**src/rtl/wb_interconnect_init_port.sv**
```systemverilog
// Wishbone initiator-side port of a shared-bus interconnect: routes one request at a time to a target arbiter.
// Optional request/transfer watchdog enabled by defining WB_INTERCONNECT_INIT_PORT_TIMEOUT_EN.
module wb_interconnect_init_port #(
  parameter int ADDR_WIDTH     = 32,
  parameter int DATA_WIDTH     = 32,
  parameter int TGT_IDX_W      = 1,
  parameter int TGT_SEL_LSB    = 28,
  parameter int TIMEOUT_CYCLES = 256,
  localparam int SEL_WIDTH     = DATA_WIDTH / 8,
  localparam int N_TGT         = 2 ** TGT_IDX_W
) (
  input  logic                        clock,
  input  logic                        reset,
  input  logic [ADDR_WIDTH-1:0]       i_adr,
  input  logic [DATA_WIDTH-1:0]       i_dat_w,
  input  logic [SEL_WIDTH-1:0]        i_sel,
  input  logic                        i_cyc,
  input  logic                        i_stb,
  input  logic                        i_we,
  output logic [DATA_WIDTH-1:0]       i_dat_r,
  output logic                        i_ack,
  output logic                        i_err,
  output logic [N_TGT-1:0]            req,
  input  logic [N_TGT-1:0]            gnt,
  output logic [ADDR_WIDTH-1:0]       t_adr,
  output logic [DATA_WIDTH-1:0]       t_dat_w,
  output logic [SEL_WIDTH-1:0]        t_sel,
  output logic                        t_we,
  output logic                        t_cyc,
  output logic                        t_stb,
  input  logic [N_TGT*DATA_WIDTH-1:0] t_dat_r,
  input  logic [N_TGT-1:0]            t_ack,
  input  logic [N_TGT-1:0]            t_err
);

  localparam logic [1:0] ST_IDLE = 2'd0;
  localparam logic [1:0] ST_REQ  = 2'd1;
  localparam logic [1:0] ST_XFER = 2'd2;
  localparam logic [1:0] ST_RESP = 2'd3;

  logic [1:0]           state;
  logic [TGT_IDX_W-1:0] tidx;
  logic                 err_q;
  logic                 abort_q;
  logic                 done;
  logic                 abandon;
  logic                 to_hit;
  logic [DATA_WIDTH-1:0] sel_dat;

  // Only the addressed target's completion and data matter; other bits are ignored.
  assign done    = t_ack[tidx] | t_err[tidx];
  assign abandon = abort_q | ~i_cyc;

  // NOTE: every always_comb output gets a default first so no latch is inferred.
  always_comb begin
    sel_dat = '0;
    for (int k = 0; k < N_TGT; k++) begin
      if (tidx == TGT_IDX_W'(k)) sel_dat = t_dat_r[k*DATA_WIDTH +: DATA_WIDTH];
    end
  end

  always_comb begin
    req = '0;
    if (state == ST_REQ || state == ST_XFER) req[tidx] = 1'b1;
  end

  assign t_cyc = (state == ST_XFER);
  assign t_stb = (state == ST_XFER);
  assign i_ack = (state == ST_RESP) & ~err_q;
  assign i_err = (state == ST_RESP) & err_q;

`ifdef WB_INTERCONNECT_INIT_PORT_TIMEOUT_EN
  localparam int CNT_W = $clog2(TIMEOUT_CYCLES + 1);
  logic [CNT_W-1:0] cnt;

  // Cleared while idle, so it starts at zero on entry to REQ.
  always_ff @(posedge clock) begin
    if (reset || state == ST_IDLE) cnt <= '0;
    else if (state == ST_REQ || state == ST_XFER) cnt <= cnt + 1'b1;
  end

  assign to_hit = (state == ST_REQ || state == ST_XFER) && (cnt == CNT_W'(TIMEOUT_CYCLES - 1));
`else
  assign to_hit = 1'b0;
`endif

  // NOTE: sequential state uses non-blocking assignments so every register samples pre-edge values.
  always_ff @(posedge clock) begin
    if (reset) begin
      state   <= ST_IDLE;
      tidx    <= '0;
      err_q   <= 1'b0;
      abort_q <= 1'b0;
      i_dat_r <= '0;
      t_adr   <= '0;
      t_dat_w <= '0;
      t_sel   <= '0;
      t_we    <= 1'b0;
    end else begin
      case (state)
        ST_IDLE: begin
          if (i_cyc && i_stb) begin
            t_adr   <= i_adr;
            t_dat_w <= i_dat_w;
            t_sel   <= i_sel;
            t_we    <= i_we;
            tidx    <= i_adr[TGT_SEL_LSB +: TGT_IDX_W];
            abort_q <= 1'b0;
            state   <= ST_REQ;
          end
        end
        ST_REQ: begin
          if (!i_cyc) begin
            state <= ST_IDLE;
          end else if (gnt[tidx]) begin
            state <= ST_XFER;
          end else if (to_hit) begin
            err_q <= 1'b1;
            state <= ST_RESP;
          end
        end
        ST_XFER: begin
          if (done) begin
            // An initiator that dropped its cycle still lets the target finish, but gets no response.
            if (abandon) begin
              state <= ST_IDLE;
            end else begin
              i_dat_r <= sel_dat;
              err_q   <= t_err[tidx];
              state   <= ST_RESP;
            end
          end else if (to_hit) begin
            err_q <= 1'b1;
            state <= abandon ? ST_IDLE : ST_RESP;
          end else if (!i_cyc) begin
            abort_q <= 1'b1;
          end
        end
        default: state <= ST_IDLE;
      endcase
    end
  end

endmodule
```
**config.mk**
```make
export PLATFORM = sky130hd
export DESIGN_NAME = wb_interconnect_init_port
export DESIGN_NICKNAME = d
export VERILOG_FILES = /design/src/rtl/wb_interconnect_init_port.sv
export SDC_FILE = /design/constraint.sdc
export NUM_CORES = 1
export LEC_CHECK = 0
export ABC_AREA = 1
export CAP_MARGIN = 0
export CORE_ASPECT_RATIO = 1.5
export CORE_MARGIN = 3
export CORE_UTILIZATION = 39
export DETAILED_ROUTE_END_ITERATION = 12
export PLACE_DENSITY = 0.92
export SLEW_MARGIN = 20
export SYNTH_ARGS = -nofsm -noshare
export SYNTH_HDL_FRONTEND = slang
export SYNTH_SLANG_ARGS = --single-unit
```
**constraint.sdc**
```tcl
create_clock -name clock -period 2 [get_ports clock]
set_input_delay 0.4 -clock clock [delete_from_list [all_inputs] [get_ports clock]]
set_output_delay 0.4 -clock clock [all_outputs]
set_load 0.05 [all_outputs]
```
* Word level (Yosys, flattened, before mapping)
Cells that the tools add are included.
** Word-level totals
- Output and inout bits :: 107
- Register bits :: 106
- Logic and storage cells :: 55
- Input port bits :: 143
** Operators by class
- Eq/ne operators :: 8
- Bitwise operators :: 7
- Multiplexer cells :: 20
- $lt $le $gt $ge :: 2
- Reduce and logical (&&, ||, !) cells :: 9
** Operators with widths (count)
- 32-bit two-way mux :: 1
- 2-bit two-way mux :: 6
- 1-bit two-way mux :: 10
- 2-bit != test, second input constant :: 3
- 2-bit case mux with 3 select lines :: 1
- 3-bit AND reduction :: 2
- 2-bit == test, second input constant :: 2
- 4-bit AND reduction :: 1
- 3-bit by 2-bit != test with 1-bit output, second input constant :: 1
- 1-bit inverter :: 3
- 1-bit AND :: 2
- 2-bit by 1-bit == test with 1-bit output, second input constant :: 1
- 1-bit logical AND :: 2
- 2-bit logical NOT :: 1
- 1-bit by 2-bit < comparator with 1-bit output, second input constant :: 1
- 2-bit by 1-bit != test with 1-bit output, second input constant :: 1
- 1-bit bitwise OR :: 2
- 1-bit case mux with 2 select lines :: 1
- 2-bit AND reduction :: 1
- 2-bit nonzero test :: 1
- 1-bit demux with 1-bit select :: 1
- 1-bit >= comparator, second input constant :: 1
- 1-bit logical OR :: 1

* Longest topological paths before layout
Gate-level depths: netlist of the first run.
- Depth after elaboration :: 5
- Mapped depth :: 10
- Mapped depth without buffers :: 10

* Least setup slack after synthesis of the first run
No wires, ideal clock.
- Kind :: reg2out
- From :: register state[0]
- To :: output port req[0]
- Path buffers :: 0
- Data required time :: 1.600 ns
- Data arrival time :: 1.395 ns
- Stages on the path, launching flop included :: 5
- Setup slack :: 0.205 ns
- Cells stage by stage :: dfxtp_1 -> inv_1 -> ha_1 -> inv_1 -> nor2_1
** Between the ends
- Cells in the longest elaborated chain, start to end :: 3
- Elaborated cells on any way between the ends :: 4
- Those cells by class :: 2 x eq/ne; 1 x mux; 1 x reduce/logical
** RTL lines
- start, declared :: line 41 : logic [1:0] state;
- start signal, assigned :: line 134 : state <= abandon ? ST_IDLE : ST_RESP;
- 2-bit by 1-bit == test with 1-bit output / 2-bit == test (equally long branches) :: line 64 : if (state == ST_REQ || state == ST_XFER) req[tidx] = 1'b1;
- 1-bit logical OR * :: line 64
- 2-bit two-way mux * :: line 64
- end, declared :: line 23 : output logic [N_TGT-1:0] req,
Every way passes the cells marked *; elsewhere a longest branch is shown, timed or not.

* Final worst setup path of the first run
- From :: register i_dat_r[19]
- To :: output port i_dat_r[19]
** RTL lines
- start, declared :: line 20 : output logic [DATA_WIDTH-1:0] i_dat_r,
- start signal, assigned :: line 128 : i_dat_r <= sel_dat;
No word-level cell between the ends.

==> metrics, run 1 <==
status completed; final worst path period share 0.985; leakage power total 2.95 nW; global-route wire length before repair 21,000 um; Critical Path RT 1.60 ns; pre-CTS setup slack 0.0214 ns; f_max 508 MHz; Seq/Total Area, Yosys 0.466; IO Port Bufs 249; Fin Hold WS 0.442 ns; Clock Tree Buf Depth 2; # hold bufs at CTS 0; unrepaired setup endpoints after global routing false; number of inserted diodes 0; r2r startpoint state[0]; Ports 250; Total Routed Length 13,900 um; post-CTS sizing 0; nets 985; CP endpoint kind output port; Worst slew margin 0.628; post-synthesis register bit count 105; critical path class reg2out; total number of yosys warnings 0; routed len/inst 14.1 um; CTS clk-pin slew, worst paths 0.07 ns; WP buf/inv 1; Power Density 1160 nW/um2; Die X 93.8 um; # H-tree levels 3; share of cells above drive strength 1 0.0926; worst setup margin 0.0301 ns; Initial Utilization 0.404; final hold violations 0; post-CTS setup buffers 0; Detailed Route Iter0 Violations 118; CP Launch Point i_dat_r[19]; Mapped Cells 607; Final setup violation count 0; CP startpoint kind register; TritonCTS Buffers 9; largest net degree at the start of global routing 65; worst endpoint data arrival time 1.57 ns; Area after DPL 7120 um2; Setup Skew 0.00741 ns; Yosys cell types 24; RePlAce Congestion 0.817; Avg Inst Size Synth 7.44 um2; CTS Root Cell clkbuf_16; final worst path period need 1.97 ns; # clock sinks 105; initial antenna violation count 0; Crit Path Max Fanout 2; Die Area 12,900 um2; Via density 4.73; Post-Syn Nets 755; hold wc startpoint t_dat_w[21]; drt first pass iters 5; crit-path max cell delay 0.83 ns; max-cap violations 0; Area Growth Syn to Fin 64.1%; maximum vdd ir drop 0.537 mV; actual slew at the worst max-slew pin 0.556 ns; drc violations 0; Core Area 11,200 um2; setup tns final 0 ns; vias in the first global route 4,464; critical path's top delay family buffers and inverters; clk_lat worst skew 0.35 ns; max-slew violation count 0; Die Ht 138 um; Mapped Area 4510 um2; number of nets with antenna violations after routing 0; Via Count 4,677; Post-Layout Inst Area 7410 um2; GRT Residual Overflow 0; row cnt 47; crit-path cells clkdlybuf4s50_1; CTS tree built; Total GRT Usage 0.207; Final HPWL DP 10,700 um; Critical-path top delay cell clkdlybuf4s50_1; Min-Delay Path Class reg2reg; PnR Total Power 8.56 mW
## synthesized netlist by cell type
master	number	share of area
nand2_8	1	0.0044
nor2_4	1	0.0025
nand3_1	6	0.0067
clkbuf_1	20	0.017
o21ai_1	6	0.0067
a21oi_1	74	0.082
buf_6	4	0.010
inv_2	2	0.0017
ha_1	5	0.014
o21ai_0	98	0.11
buf_4	3	0.0050
dfxtp_1	105	0.47
nand2_2	2	0.0028
nand2_1	110	0.091
nand2_4	5	0.012
nand3b_1	1	0.0017
buf_12	3	0.013
nor2_1	39	0.032
inv_8	1	0.0025
buf_2	8	0.0089
clkbuf_2	1	0.0011
nor2_2	30	0.042
buf_1	2	0.0017
inv_1	80	0.067
## routing by layer
metal | vias to the layer above | global-route usage | part of all wire
met1 | 2101 | 0.208 | 0.36
met3 | 35 | 0.0623 | 0.075
met4 | 0 | 0.0884 | 0.033
li1 | 2359 | - | -
met5 | - | 0 | 0
met2 | 182 | 0.388 | 0.53
## power breakdown
group | leakage [nW] | switching (mW) | internal (mW)
Combinational | 1.95 | 2.61 | 1.48
Sequential | 0.859 | 0.244 | 2.50
Clock | 0.140 | 0.851 | 0.872
Total | 2.95 | 3.71 | 4.85
## through the flow
step	util	cells
final	0.663	989
after global routing	0.663	989
after floorplan	-	607
after detailed placement	0.638	973
after global placement	0.638	973
after CTS	0.663	989
## state kept, by name, indices dropped and copies added (netlist names)
name,flops
i_dat_r,32
state,2
t_adr,32
t_we,1
abort_q,1
err_q,1
t_sel,4
t_dat_w,32
## placed cells by master, fill, tap and decap left out, drive strengths merged
cell type,instances
clkinvlp,1
nand3b,1
nand3,6
nand2,118
clkbuf,9
dfxtp,105
o21ai,104
nor2,70
clkinv,2
inv,87
buf,19
ha,5
a21oi,74
clkdlybuf4s50,241
## area by class of cell
cell class | instances | area [um2]
fill | 897 | 3760
timing repair buffer | 260 | 2670
sequential | 105 | 2100
multi-input combinational | 378 | 1850
inverter | 83 | 319
clock buffer | 9 | 225
tap | 147 | 184
clock inverter | 7 | 61.3
## final timing paths
| kind | endpoint | slack [ns] | depth (start not counted) |
|---|---|---|---|
| min | t_dat_w[21] | 0.44 | 2 |
| max | i_dat_r[19] | 0.03 | 1 |
| max reg2reg | t_adr[23] | 0.24 | 6 |
| min reg2reg | t_dat_w[21] | 0.44 | 2 |
## cells by family (layout without fill, tap and decap cells)
family	Yosys count	after routing	share of synthesized area
compound gates	178	178	0.197
fa+ha+maj	5	5	0.0139
buf+inv	124	359	0.127
flops	105	105	0.466
simple gates	195	195	0.196
Power figures use the tool's default switching activity.
==> inputs of run 2 (changes only) <==
==> constraint.sdc (replaced) <==
create_clock -name clock -period 2 [get_ports clock]
set_input_delay 0.6 -clock clock [delete_from_list [all_inputs] [get_ports clock]]
set_output_delay 0.6 -clock clock [all_outputs]
set_load 0.05 [all_outputs]
==> run 2 against run 1 <==
Via count is 3.0% lower. Register-to-register slack better by 0.24 ns. Count of clock-buffer cells in the layout is 1 higher. Final area is 2.1% lower. Non-clock buffer count is 2 higher. Sequential power hardly changed. Sequential cell count stayed put. Combinational power is 2% lower. Critical path depth is 4 higher. Clock power is 6% higher. Critical endpoint is now req[0]. Largest cell class unchanged. Largest power group unchanged.
==> metrics, run 2 (synthesized netlist as in run 1, its figures left out) <==
critical path's top delay family flip-flops; status completed; crit-path cells inv_2 > ha_4 > inv_1 > nor2_2 > buf_6; # H-tree levels 3 (unchanged); Worst slew margin 0.777 (+0.149); final hold violations 0 (unchanged); Setup Skew 0.0116 ns (+0.00420 ns); max-slew violation count 0 (unchanged); maximum vdd ir drop 0.539 mV (+0.32%); row cnt 47 (unchanged); Core Area 11,200 um2 (unchanged); FF-to-FF path depth 8 (+2); placed insts 975 (+0.21%); reg2reg end i_dat_r[8]; largest net degree at the start of global routing 63 (-3.1%); Worst Hold Path Cells 2 (unchanged); hold wc startpoint t_adr[12]; met3 wire length 980 um (-6.7%); Initial Utilization 0.404 (unchanged); CTS Root Cell clkbuf_16; hold path endpoint t_adr[12]; initial antenna violation count 0 (unchanged); CP startpoint kind register; # clock sinks 105 (unchanged); Final setup violation count 0 (unchanged); critical path class reg2out; CTS tree built; actual slew at the worst max-slew pin 0.335 ns (-0.221 ns); number of inserted diodes 0 (unchanged); Finished Core Util 0.649 (-0.0138); post-CTS setup buffers 0 (unchanged); r2r startpoint state[0]; metal2 WL 7190 um (-3.4%); IO Port Bufs 249 (unchanged); leakage power total 3.17 nW (+7.3%); GRT Residual Overflow 0 (unchanged); max-cap violations 0 (unchanged); Die Area 12,900 um2 (unchanged); Critical-path top delay cell dfxtp_4; Die Ht 138 um (unchanged); r2r setup slk 0.48 ns (+0.24 ns); Critical Path RT 1.40 ns (-0.20 ns); vias in the first global route 4,222 (-5.4%); top sig layer met4; PnR Total Power 8.62 mW (+0.71%); final worst path period need 1.93 ns (-0.0428 ns); Via density 4.58 (-3.2%); Die X 93.8 um (unchanged); Detailed Route Iter0 Violations 128 (+8.5%); Ports 250 (unchanged); Power Density 1190 nW/um2 (+2.8%); Clock Tree Buf Depth 2 (unchanged); commonest non-fill, non-tap cell in the layout clkdlybuf4s50_1; crit-path max cell delay 0.37 ns (-0.46 ns); setup tns final 0 ns (unchanged); Final HPWL DP 10,300 um (-3.2%); drt first pass iters 4 (-1); global-route wire length before repair 19,900 um (-4.9%); unrepaired setup endpoints after global routing false; largest registers i_dat_r: 32 flops, t_adr: 32 flops, t_dat_w: 32 flops; drc violations 0 (unchanged); Crit Path Max Fanout 4 (+2); TritonCTS Buffers 9 (unchanged); CTS clk-pin slew, worst paths 0.07 ns (about the same); routed len/inst 13.4 um (-4.6%); CP endpoint kind output port; nets 987 (+0.20%); share of cells above drive strength 1 0.220 (+0.128); RePlAce Congestion 0.812 (-0.53%); worst endpoint data arrival time 1.33 ns (-0.24 ns); final worst path period share 0.964 (-0.0214); WP buf/inv 3 (+2); final non-filler cell total 991 (+0.20%); clk_lat worst skew 0.34 ns (about the same); Post-Route M1 WL 4790 um (-3.6%); Total Routed Length 13,300 um (-4.4%); Min-Delay Path Class reg2reg; Area Growth Syn to Fin 60.7%; Via Count 4,537 (-3.0%); f_max 519 MHz (+2.2%); Total GRT Usage 0.196 (-0.0113); commonest cells after routing, fill and taps aside clkdlybuf4s50_1, nand2_1, buf_4, dfxtp_1, o21ai_0; number of nets with antenna violations after routing 0 (unchanged)
==> run 2: cell type report <==
type,instances,area (um2)
clock inverters,6,72.6
clock buffers,10,239
fillers,912,3920
repair buffers,262,2460
inverters,83,319
multi-input cells,378,1870
flip-flops and latches,105,2110
well taps,147,184
==> run 2: worst max path at each step <==
stage | startpoint | endpoint | depth (start not counted) | slack [ns]
floorplan | state[0] | req[0] | 4 | 0.005
global placement | i_cyc | i_dat_r[0] | 7 | -0.06
detailed placement | i_cyc | i_dat_r[5] | 7 | -0.1
CTS | state[1] | req[0] | 5 | 0.01
global route | state[0] | req[0] | 5 | 0.02
finish | state[0] | req[0] | 5 | 0.07
==> run 2: tightest hold or removal path: stages (launching register included) <==
cell and delay, ns:
dfxtp_1 0.31, inv_1 0.05, a21oi_1 0.05
==> run 2: what timing repair did <==
action / CTS / global route
hold buffers: 0 / 0
pin swaps: 1 / 0
gates resized for setup: 6 / 4
cloned: 0 / 0
endpoints found under the setup margin: 3 / 2
==> run 2: layer usage <==
metal	vias to the layer above	GRT usage
met4	0	0.0787
met2	165	0.375
li1	2361	-
met3	26	0.0525
met1	1985	0.196
met5	-	0
==> run 2: metrics by stage <==
stage                     instance area, um2  hold slack, ns  worst slack (ns)
final                                   7260           0.443            0.0728
after global routing                    7260           0.458            0.0200
after CTS                               7250           0.445            0.0106
after detailed placement                6920           0.435           -0.0951
after global placement                  6920           0.430           -0.0570
after floorplan                         4510           0.446           0.00540
==> run 2: report_power, final <==
group / leakage [nW] / total, mW / internal, mW / switching, mW
Clock: 0.150 / 1.82 / 1.02 / 0.801
Combinational: 2.16 / 4.03 / 1.42 / 2.61
Sequential: 0.860 / 2.77 / 2.51 / 0.257
==> inputs of run 3 (changes only) <==
--- a/config.mk
+++ b/config.mk
@@ -11,7 +11,9 @@
 export CORE_MARGIN = 3
 export CORE_UTILIZATION = 39
 export DETAILED_ROUTE_END_ITERATION = 12
+export HOLD_SLACK_MARGIN = 0.06
 export PLACE_DENSITY = 0.92
+export RECOVER_POWER = 25
 export SLEW_MARGIN = 20
 export SYNTH_ARGS = -nofsm -noshare
 export SYNTH_HDL_FRONTEND = slang
==> run 3 against run 2 <==
First-iteration DRC count increased by 3.9%. Combinational power down 4%. Final cell count did not move. Critical path type unchanged. Wire length rose by 0.43%. Worst hold slack worse by 0.0015 ns. Sequential cell count did not move. Global-route usage is the same. Largest power group unchanged. Critical path depth did not move. Count of clock-buffer cells in the layout unchanged.
==> metrics, run 3 (synthesized netlist as in run 1, its figures left out) <==
Detailed Route Iter0 Violations 133 (+3.9%); clk_lat worst skew 0.34 ns (about the same); IO Port Bufs 249 (unchanged); Clock Tree Buf Depth 2 (unchanged); Power Density 1200 nW/um2 (+0.78%); commonest non-fill, non-tap cell in the layout clkdlybuf4s50_1; Filler cells 980 (+7.5%); Final setup violation count 0 (unchanged); Seq pwr share 0.327 (+0.006); Area Growth Syn to Fin 56.3%; Die Ht 138 um (unchanged); Worst slew margin 0.552 (-0.225); global-route wire length before repair 19,900 um (unchanged); final non-filler cell total 991 (unchanged); number of nets with antenna violations after routing 0 (unchanged); Initial Utilization 0.404 (unchanged); # hold bufs at CTS 0 (unchanged); row cnt 47 (unchanged); max-cap violations 0 (unchanged); worst endpoint data arrival time 1.33 ns (about the same); GRT Residual Overflow 0 (unchanged); Total GRT Usage 0.196 (unchanged); Setup Skew 0.0130 ns (+0.00140 ns); CTS tree built; # clock sinks 105 (unchanged); Via Count 4,514 (-0.51%); max-slew violation count 0 (unchanged); unrepaired setup endpoints after global routing false; share of cells above drive strength 1 0.158 (-0.0628); critical path class reg2out; Ports 250 (unchanged); largest registers i_dat_r: 32 flops, t_adr: 32 flops, t_dat_w: 32 flops; maximum vdd ir drop 0.529 mV (-1.9%); RePlAce Congestion 0.812 (unchanged); Power Internal 4.78 mW (-3.4%); actual slew at the worst max-slew pin 0.675 ns (+0.341 ns); final worst path period share 0.963 (about the same); CP endpoint kind output port; initial antenna violation count 0 (unchanged); Total Routed Length 13,400 um (+0.43%); Critical Path RT 1.40 ns (about the same); multi-input logic area 1870 um2 (unchanged); Crit Path Max Fanout 4 (unchanged); drt first pass iters 5 (+1); vias in the first global route 4,222 (unchanged); routed len/inst 13.5 um (+0.43%); Final HPWL DP 10,300 um (unchanged); Min-Delay Path Class reg2reg; Die Area 12,900 um2 (unchanged); FF+latch area 2110 um2 (unchanged); PnR Total Power 8.45 mW (-2.0%); commonest cells after routing, fill and taps aside clkdlybuf4s50_1, nand2_1, dfxtp_1, o21ai_0, inv_1; drc violations 0 (unchanged); CP startpoint kind register; # H-tree levels 3 (unchanged); sw frac 0.434 (+0.00855); post-CTS setup buffers 0 (unchanged); CTS clk-pin slew, worst paths 0.07 ns (about the same); final worst path period need 1.93 ns (-0.00104 ns); placed insts 975 (unchanged); TritonCTS Buffers 9 (unchanged); number of inserted diodes 0 (unchanged); f_max 519 MHz (about the same); final hold violations 0 (unchanged); largest net degree at the start of global routing 63 (unchanged); combinational power share 0.457 (-0.011); CTS Root Cell clkbuf_16; Core Area 11,200 um2 (unchanged); nets 987 (unchanged); Clk pwr share 0.216 (+0.005); Psw 3.67 mW (about the same); Via density 4.55 (-0.51%); Die X 93.8 um (unchanged); setup tns final 0 ns (unchanged); status completed; leakage power total 2.95 nW (-6.9%)
run 3: cell types whose count changed in the layout (fill, tap and decap cells not counted):
cell	change
buf_4	-53
clkbuf_1	+53
run 3: path summary, 6_finish.rpt:
path / startpoint / to / depth (start not counted) / slack, ns
min reg2reg: t_adr[17] / t_adr[17] / 2 / 0.44
max: state[0] / req[0] / 5 / 0.07
min: t_adr[17] / t_adr[17] / 2 / 0.44
max reg2reg: state[0] / i_dat_r[8] / 8 / 0.47
run 3: timing repair:
action / in CTS / in global routing
endpoints found under the hold margin: 0 / 0
pin swaps: 1 / 0
gates resized for setup: 6 / 4
setup endpoints to repair: 3 / 2
run 3: through the flow:
step                      hold slack (ns)   util  area [um2]  worst slack, ns
after floorplan                     0.446      -        4510          0.00540
after global placement              0.430  0.619        6920          -0.0570
after detailed placement            0.435  0.619        6920          -0.0951
after CTS                           0.445  0.649        7250           0.0106
after global routing                0.457  0.632        7060           0.0200
final                               0.442  0.632        7060           0.0739
run 3: layout make-up:
class                      count  share of cell area
timing repair buffer         262               0.321
inverter                      83              0.0452
clock inverter                 6              0.0103
multi-input combinational    378               0.265
clock buffer                  10              0.0339
tap                          147              0.0261
sequential                   105               0.299
run 3: power by group through the flow:
| stage | Sequential [mW] | Clock (mW) | Combinational [mW] |
|---|---|---|---|
| 2_1_floorplan | 4.04 | 0 | 1.40 |
| 3_3_place_gp | 2.78 | 0 | 3.92 |
| 3_5_place_dp | 2.79 | 0 | 3.99 |
| 4_1_cts | 2.76 | 1.87 | 4.05 |
| 5_1_grt | 2.81 | 1.95 | 4.14 |
| 6_report | 2.76 | 1.82 | 3.86 |
run 3: critical path, stage by stage (launching register included):
cell,delay [ns]
dfxtp_4,0.37
inv_2,0.06
ha_4,0.26
inv_1,0.04
nor2_2,0.09
buf_6,0.16
run 3: routing by layer:
| metal | GRT usage | wire length, um |
|---|---|---|
| met5 | 0 | 0 |
| met4 | 0.0787 | 299 |
| met3 | 0.0525 | 970 |
| met2 | 0.375 | 7220 |
| met1 | 0.196 | 4870 |
